[src/rtl/plot_receiver_pkg.sv]
// Shared screen geometry, pixel entry layout and address helper for the plot receiver.
package plot_receiver_pkg;

    localparam int SCREEN_W = 160;
    localparam int SCREEN_H = 120;
    localparam int ADDR_W   = 15;
    localparam int COLOUR_W = 3;
    localparam int ENTRY_W  = ADDR_W + COLOUR_W;

    typedef struct packed {
        logic [ADDR_W-1:0]   addr;
        logic [COLOUR_W-1:0] colour;
    } pixel_t;

    // y*160 + x built from shifts: 160 = 128 + 32
    function automatic logic [ADDR_W-1:0] pixel_addr(input logic [7:0] x, input logic [6:0] y);
        return ({8'd0, y} << 7) + ({8'd0, y} << 5) + {7'd0, x};
    endfunction

endpackage

[src/rtl/plot_fifo.sv]
// Generic show-ahead synchronous FIFO; head entry is visible on rdata whenever not empty.
module plot_fifo #(
    parameter int WIDTH = 18,
    parameter int DEPTH = 8
) (
    input  logic                       clk,
    input  logic                       rst,
    input  logic                       push,
    input  logic                       pop,
    input  logic [WIDTH-1:0]           wdata,
    output logic [WIDTH-1:0]           rdata,
    output logic                       full,
    output logic                       empty,
    output logic [$clog2(DEPTH):0]     count
);

    localparam int PTR_W = $clog2(DEPTH);
    localparam int CNT_W = PTR_W + 1;

    logic [WIDTH-1:0] mem [DEPTH];
    logic [PTR_W-1:0] wr_ptr;
    logic [PTR_W-1:0] rd_ptr;
    logic             do_push;
    logic             do_pop;

    // A full FIFO refuses a push even when a pop frees a slot in the same cycle.
    assign do_push = push && !full;
    assign do_pop  = pop && !empty;
    assign full    = (count == CNT_W'(DEPTH));
    assign empty   = (count == '0);
    assign rdata   = mem[rd_ptr];

    always_ff @(posedge clk) begin
        if (do_push) begin
            mem[wr_ptr] <= wdata;
        end
    end

    always_ff @(posedge clk or posedge rst) begin
        if (rst) begin
            wr_ptr <= '0;
            rd_ptr <= '0;
            count  <= '0;
        end else begin
            if (do_push) begin
                wr_ptr <= wr_ptr + PTR_W'(1);
            end
            if (do_pop) begin
                rd_ptr <= rd_ptr + PTR_W'(1);
            end
            case ({do_push, do_pop})
                2'b10:   count <= count + CNT_W'(1);
                2'b01:   count <= count - CNT_W'(1);
                default: count <= count;
            endcase
        end
    end

endmodule

[src/rtl/plot_receiver.sv]
// Clips renderer pixel strobes to the screen, queues them and drains them to the framebuffer.
// Optional out-of-range strobe counter enabled by defining PLOT_CLIP_COUNT_EN.
module plot_receiver #(
    parameter int DEPTH    = 8,
    parameter int SCREEN_W = plot_receiver_pkg::SCREEN_W,
    parameter int SCREEN_H = plot_receiver_pkg::SCREEN_H
) (
    input  logic                                  clk,
    input  logic                                  resetn,
    input  logic [7:0]                            in_x,
    input  logic [6:0]                            in_y,
    input  logic [plot_receiver_pkg::COLOUR_W-1:0] in_colour,
    input  logic                                  in_plot,
    output logic                                  in_ready,
    output logic                                  mem_we,
    output logic [plot_receiver_pkg::ADDR_W-1:0]  mem_addr,
    output logic [plot_receiver_pkg::COLOUR_W-1:0] mem_data,
    input  logic                                  mem_ready,
    output logic                                  overflow,
    output logic                                  busy
`ifdef PLOT_CLIP_COUNT_EN
    ,
    output logic [15:0]                           clip_count
`endif
);

    import plot_receiver_pkg::*;

    localparam logic [7:0] X_LIM = 8'(SCREEN_W);
    localparam logic [6:0] Y_LIM = 7'(SCREEN_H);

    pixel_t                   entry;
    pixel_t                   head;
    logic                     in_range;
    logic                     full;
    logic                     empty;
    logic [$clog2(DEPTH):0]   count;

    assign in_range     = (in_x < X_LIM) && (in_y < Y_LIM);
    assign entry.addr   = pixel_addr(in_x, in_y);
    assign entry.colour = in_colour;

    plot_fifo #(
        .WIDTH (ENTRY_W),
        .DEPTH (DEPTH)
    ) u_fifo (
        .clk   (clk),
        .rst   (resetn),
        .push  (in_plot && in_range),
        .pop   (mem_ready),
        .wdata (entry),
        .rdata (head),
        .full  (full),
        .empty (empty),
        .count (count)
    );

    // Outputs read zero while empty so unreset storage never shows on the write port.
    assign in_ready = !full;
    assign mem_we   = !empty;
    assign mem_addr = empty ? '0 : head.addr;
    assign mem_data = empty ? '0 : head.colour;
    assign busy     = (count != '0);

    always_ff @(posedge clk or posedge resetn) begin
        if (resetn) begin
            overflow <= 1'b0;
        end else if (in_plot && in_range && full) begin
            overflow <= 1'b1;
        end
    end

`ifdef PLOT_CLIP_COUNT_EN
    always_ff @(posedge clk or posedge resetn) begin
        if (resetn) begin
            clip_count <= '0;
        end else if (in_plot && !in_range && (clip_count != 16'hFFFF)) begin
            clip_count <= clip_count + 16'd1;
        end
    end
`endif

endmodule
[config.mk]
export PLATFORM = sky130hd
export DESIGN_NAME = plot_receiver
export DESIGN_NICKNAME = d
export VERILOG_FILES = /design/src/rtl/plot_receiver_pkg.sv /design/src/rtl/plot_fifo.sv /design/src/rtl/plot_receiver.sv
export SDC_FILE = /design/constraint.sdc
export NUM_CORES = 1
export LEC_CHECK = 0
export ABC_AREA = 1
export BUFFER_PORTS_ARGS = -buffer_cell sky130_fd_sc_hd__buf_2
export CORE_UTILIZATION = 55
export DETAILED_ROUTE_END_ITERATION = 7
export PLACE_DENSITY = 0.73
export SYNTH_ARGS = -nofsm -noshare
export SYNTH_HDL_FRONTEND = slang
export SYNTH_SLANG_ARGS = --single-unit
[constraint.sdc]
create_clock -name clk -period 3.55 [get_ports clk]
set_clock_uncertainty 0.1 [all_clocks]
set_input_delay 0.1775 -clock clk [delete_from_list [all_inputs] [get_ports clk]]
set_output_delay 0.1775 -clock clk [all_outputs]
set_load 0.02 [all_outputs]
==> metrics.txt <==
status=finished clean; synthesized net count=approximately 620; XOR/XNOR Fraction of Synth Area=0.0140; ranking of synthesized cells by area=edfxtp_1, nor2_1, dfrtp_1, ha_1, nand2_1; min-delay src=in_plot; Worst Setup Slack, final=a little under 0.7 ns; largest area contributor in the netlist=edfxtp_1; FF-to-FF setup slack=1.13 ns; Gate power share=0.358; commonest non-fill, non-tap cells in the layout=edfxtp_1, nor2_1, nand2_1; Relative slew margins=0.423; FFs w/ async S/R, synth=0.0710; width of the die=approximately 110 um; 1st-iter DRT viols=533; post-route ant nets=0; post-layout util=0.650; Post-DP HPWL=a little over 8000 um; Synth Area in Compound Gates=0.105; grt ovf=0; FF/Latch Area=between 4000 and 5000 um^2; type of the most critical hold path=in -> reg; Peak Freq=about 350 MHz; Max Slew Vio Count=0; Crit path largest cell delay=between 0.9 and 1 ns; Diodes inserted=0; ys flop type=edfxtp_1; most common cell after layout, fill and taps aside=edfxtp_1; Via Count=roughly 4500; CTS Buf Count=17; Area after DPL=roughly 7200 um^2; Adder-Cell Fraction of Synth Area=0.0385; Distinct cells, synth=31; per-cell routed wire length=approximately 18 um; final worst path period need=about 2.9 ns; Clk pwr share=0.271; yosys warns=0; I/O Pins=44; WL final=14400 um; H-tree depth=4; Post-synth EDFFs=between 100 and 150; critical path class=reg -> out; first drt pass iteration count=5; clk slew on worst S/H paths=0.06 ns; Worst Path Max Fanout=46; area grow syn2layout=14.4%; CP Data Required Time=approximately 3.3 ns; Simple-Gate Fraction of Synth Area=0.119; Pint=4200 uW; Clk Latency, worst-skew pair=between 0.4 and 0.5 ns; routability congestion estimate=0.792; Setup Fix Bufs, Post-CTS=0; Sink Count=around 160; average cell area after synthesis=12.0 um^2; Max Cap Viol=0; Worst path top cell family by delay=flip-flops; CP Buf/Inv Count=2; synthesized area=6880 um^2; worst-margin pin slew=0.865 ns; pre-CTS WS=1.00 ns; initial core utilization=0.568; CP Capture Type=primary output; die height=about 110 um; most frequent CP cell=nor2_1; worst r2r src=u_fifo.count[0]; ordered list of cells on the worst path=buf_4 -> nor2_1 -> nor2_1 -> o21ai_1 -> o211ai_2 -> nand2_1 -> nor2_1 -> buf_2; post-synthesis sequential area ratio=0.668; row count=40; NetSw=2470 uW; # nets final=674; DR vias/cell=roughly 5.6; Hold Path Sink=overflow; antenna violations before repair=1; post-synthesis mux area share=0; Post-Synthesis Cells=roughly 570; area of the multi-input gates=around 1900 um^2; die area=13000 um^2; P_leak=0.00297 uW; DRC viols=0; design area=7870 um^2; core box area=~12000 um^2; reg2reg path depth=12; largest net degree at the start of global routing=74; worst r2r dst=u_fifo.count[2]; Fin. Hold Viols=0; Pwr per Cell Area=roughly 850 nW/um^2; CTS tree=built; via count of the first global-routing pass=~4400; CP arrival=2.59 ns; CP max-delay cell=dfrtp_2; Hold Path Stages=4; # setup viols final=0; Synth top area share=0.628; I/O Buffers=43; Tcrit/Tclk final=0.808; WHS=approximately 0.094 ns; layout cells sized above 1=0.152; Global Route Usage Sum=0.239; startpoint types=flop; root buf cell=clkbuf_16; switching share of power=0.371; Seq pwr share=0.371; Yosys reg bits=155; FILL cells=between 900 and 1000; peak supply drop=a little over 400 uV; TNS Setup=0 ns; Clock Tree Buf Depth=2; unrepaired setup endpoints after global routing=false; global-route wire length before repair=~23000 um; main combinational cell family by area after synthesis=simple AND/OR/NAND/NOR gates
## power by group through the flow
| stage | combinational [uW] | clock [uW] | sequential, uW |
|---|---|---|---|
| after floorplan | 1970 | 0 | 2380 |
| final | 2390 | 1810 | 2470 |
| after global placement | 2300 | 0 | 2500 |
| after detailed placement | 2350 | 0 | 2510 |
| after global routing | 2660 | 1900 | 2500 |
| after CTS | 2400 | 1830 | 2470 |
## cell families (layout without fill, tap and decap cells)
kind of cell,Yosys count,after routing
buffers and inverters,57,127
adders and majority gates,20,20
DFF,155,155
AOI/OAI and AO/OA,123,123
xor gates and xnor gates,11,11
and+or+nand+nor,208,208
## worst max path at each step
stage	startpoint	to	slack (ns)	cells after the start
2_1_floorplan	u_fifo.count[0]	u_fifo.mem[5][0]	0.92	4
3_3_place_gp	in_x[7]	u_fifo.mem[0][15]	1.13	8
3_5_place_dp	in_x[7]	u_fifo.mem[0][15]	1.00	8
4_1_cts	u_fifo.rd_ptr[0]	mem_data[1]	0.70	8
5_1_grt	u_fifo.rd_ptr[0]	mem_data[1]	0.51	8
6_report	u_fifo.rd_ptr[0]	mem_data[1]	0.68	8
## worst reg2reg max path, stage by stage, from the launching register on
cell     delay, ns
dfrtp_1       0.41
nor2_1        0.20
nand2_1       0.08
buf_4         0.24
nand2_1       0.14
inv_1         0.10
ha_1          0.26
nor2_1        0.13
nor2_1        0.08
ha_1          0.17
a21oi_1       0.14
xor2_1        0.15
o21ai_0       0.09
## registers in the layout, indices dropped and copies added, names as in the netlist
name	flops
u_fifo.mem	144
overflow	1
u_fifo.wr_ptr	3
u_fifo.count	4
u_fifo.rd_ptr	3
## final cells by class
class                           count  share of cell area
Inverter                           28              0.0149
Clock inverter                     11              0.0192
Clock buffer                       20              0.0555
Sequential cell                   155               0.584
Multi-Input combinational cell    362               0.245
Timing Repair Buffer               68              0.0544
Tap cell                          168              0.0267
## cell usage after synthesis (2+ instances only)
cell type,n
nand4_1,3
dfrtp_1,11
buf_6,12
xnor2_1,6
xor2_1,5
nand2_1,57
fa_1,2
o211ai_1,12
a21oi_1,5
nand3_1,7
ha_1,18
o21ai_0,41
nor3_1,4
o21ai_1,38
buf_2,8
edfxtp_1,144
o211ai_2,7
inv_1,26
nor2_1,133
nand3_2,2
o22ai_1,18
buf_4,6
## metrics by stage
| stage | total power, uW | std cells |
|---|---|---|
| global route | 7060 | 812 |
| global placement | 4800 | 771 |
| finish | 6670 | 812 |
| CTS | 6690 | 812 |
| detailed placement | 4860 | 771 |
| floorplan | 4340 | 574 |
## per-layer routing
| metal | routed length, um | global-route usage | part of all wire |
|---|---|---|---|
| met2 | 7200 | 0.393 | 0.50 |
| met3 | 708 | 0.0446 | 0.049 |
| met1 | 6260 | 0.323 | 0.44 |
| met5 | 0 | 0 | 0 |
| met4 | 197 | 0.0831 | 0.014 |
## timing repair
item / 4_1_cts / 5_1_grt
endpoints found under the hold margin: 76 / 0
setup endpoints to repair: 0 / 0
gates resized for setup: 0 / 0
hold buffers: 10 / 0
Power figures use the tool's default switching activity.
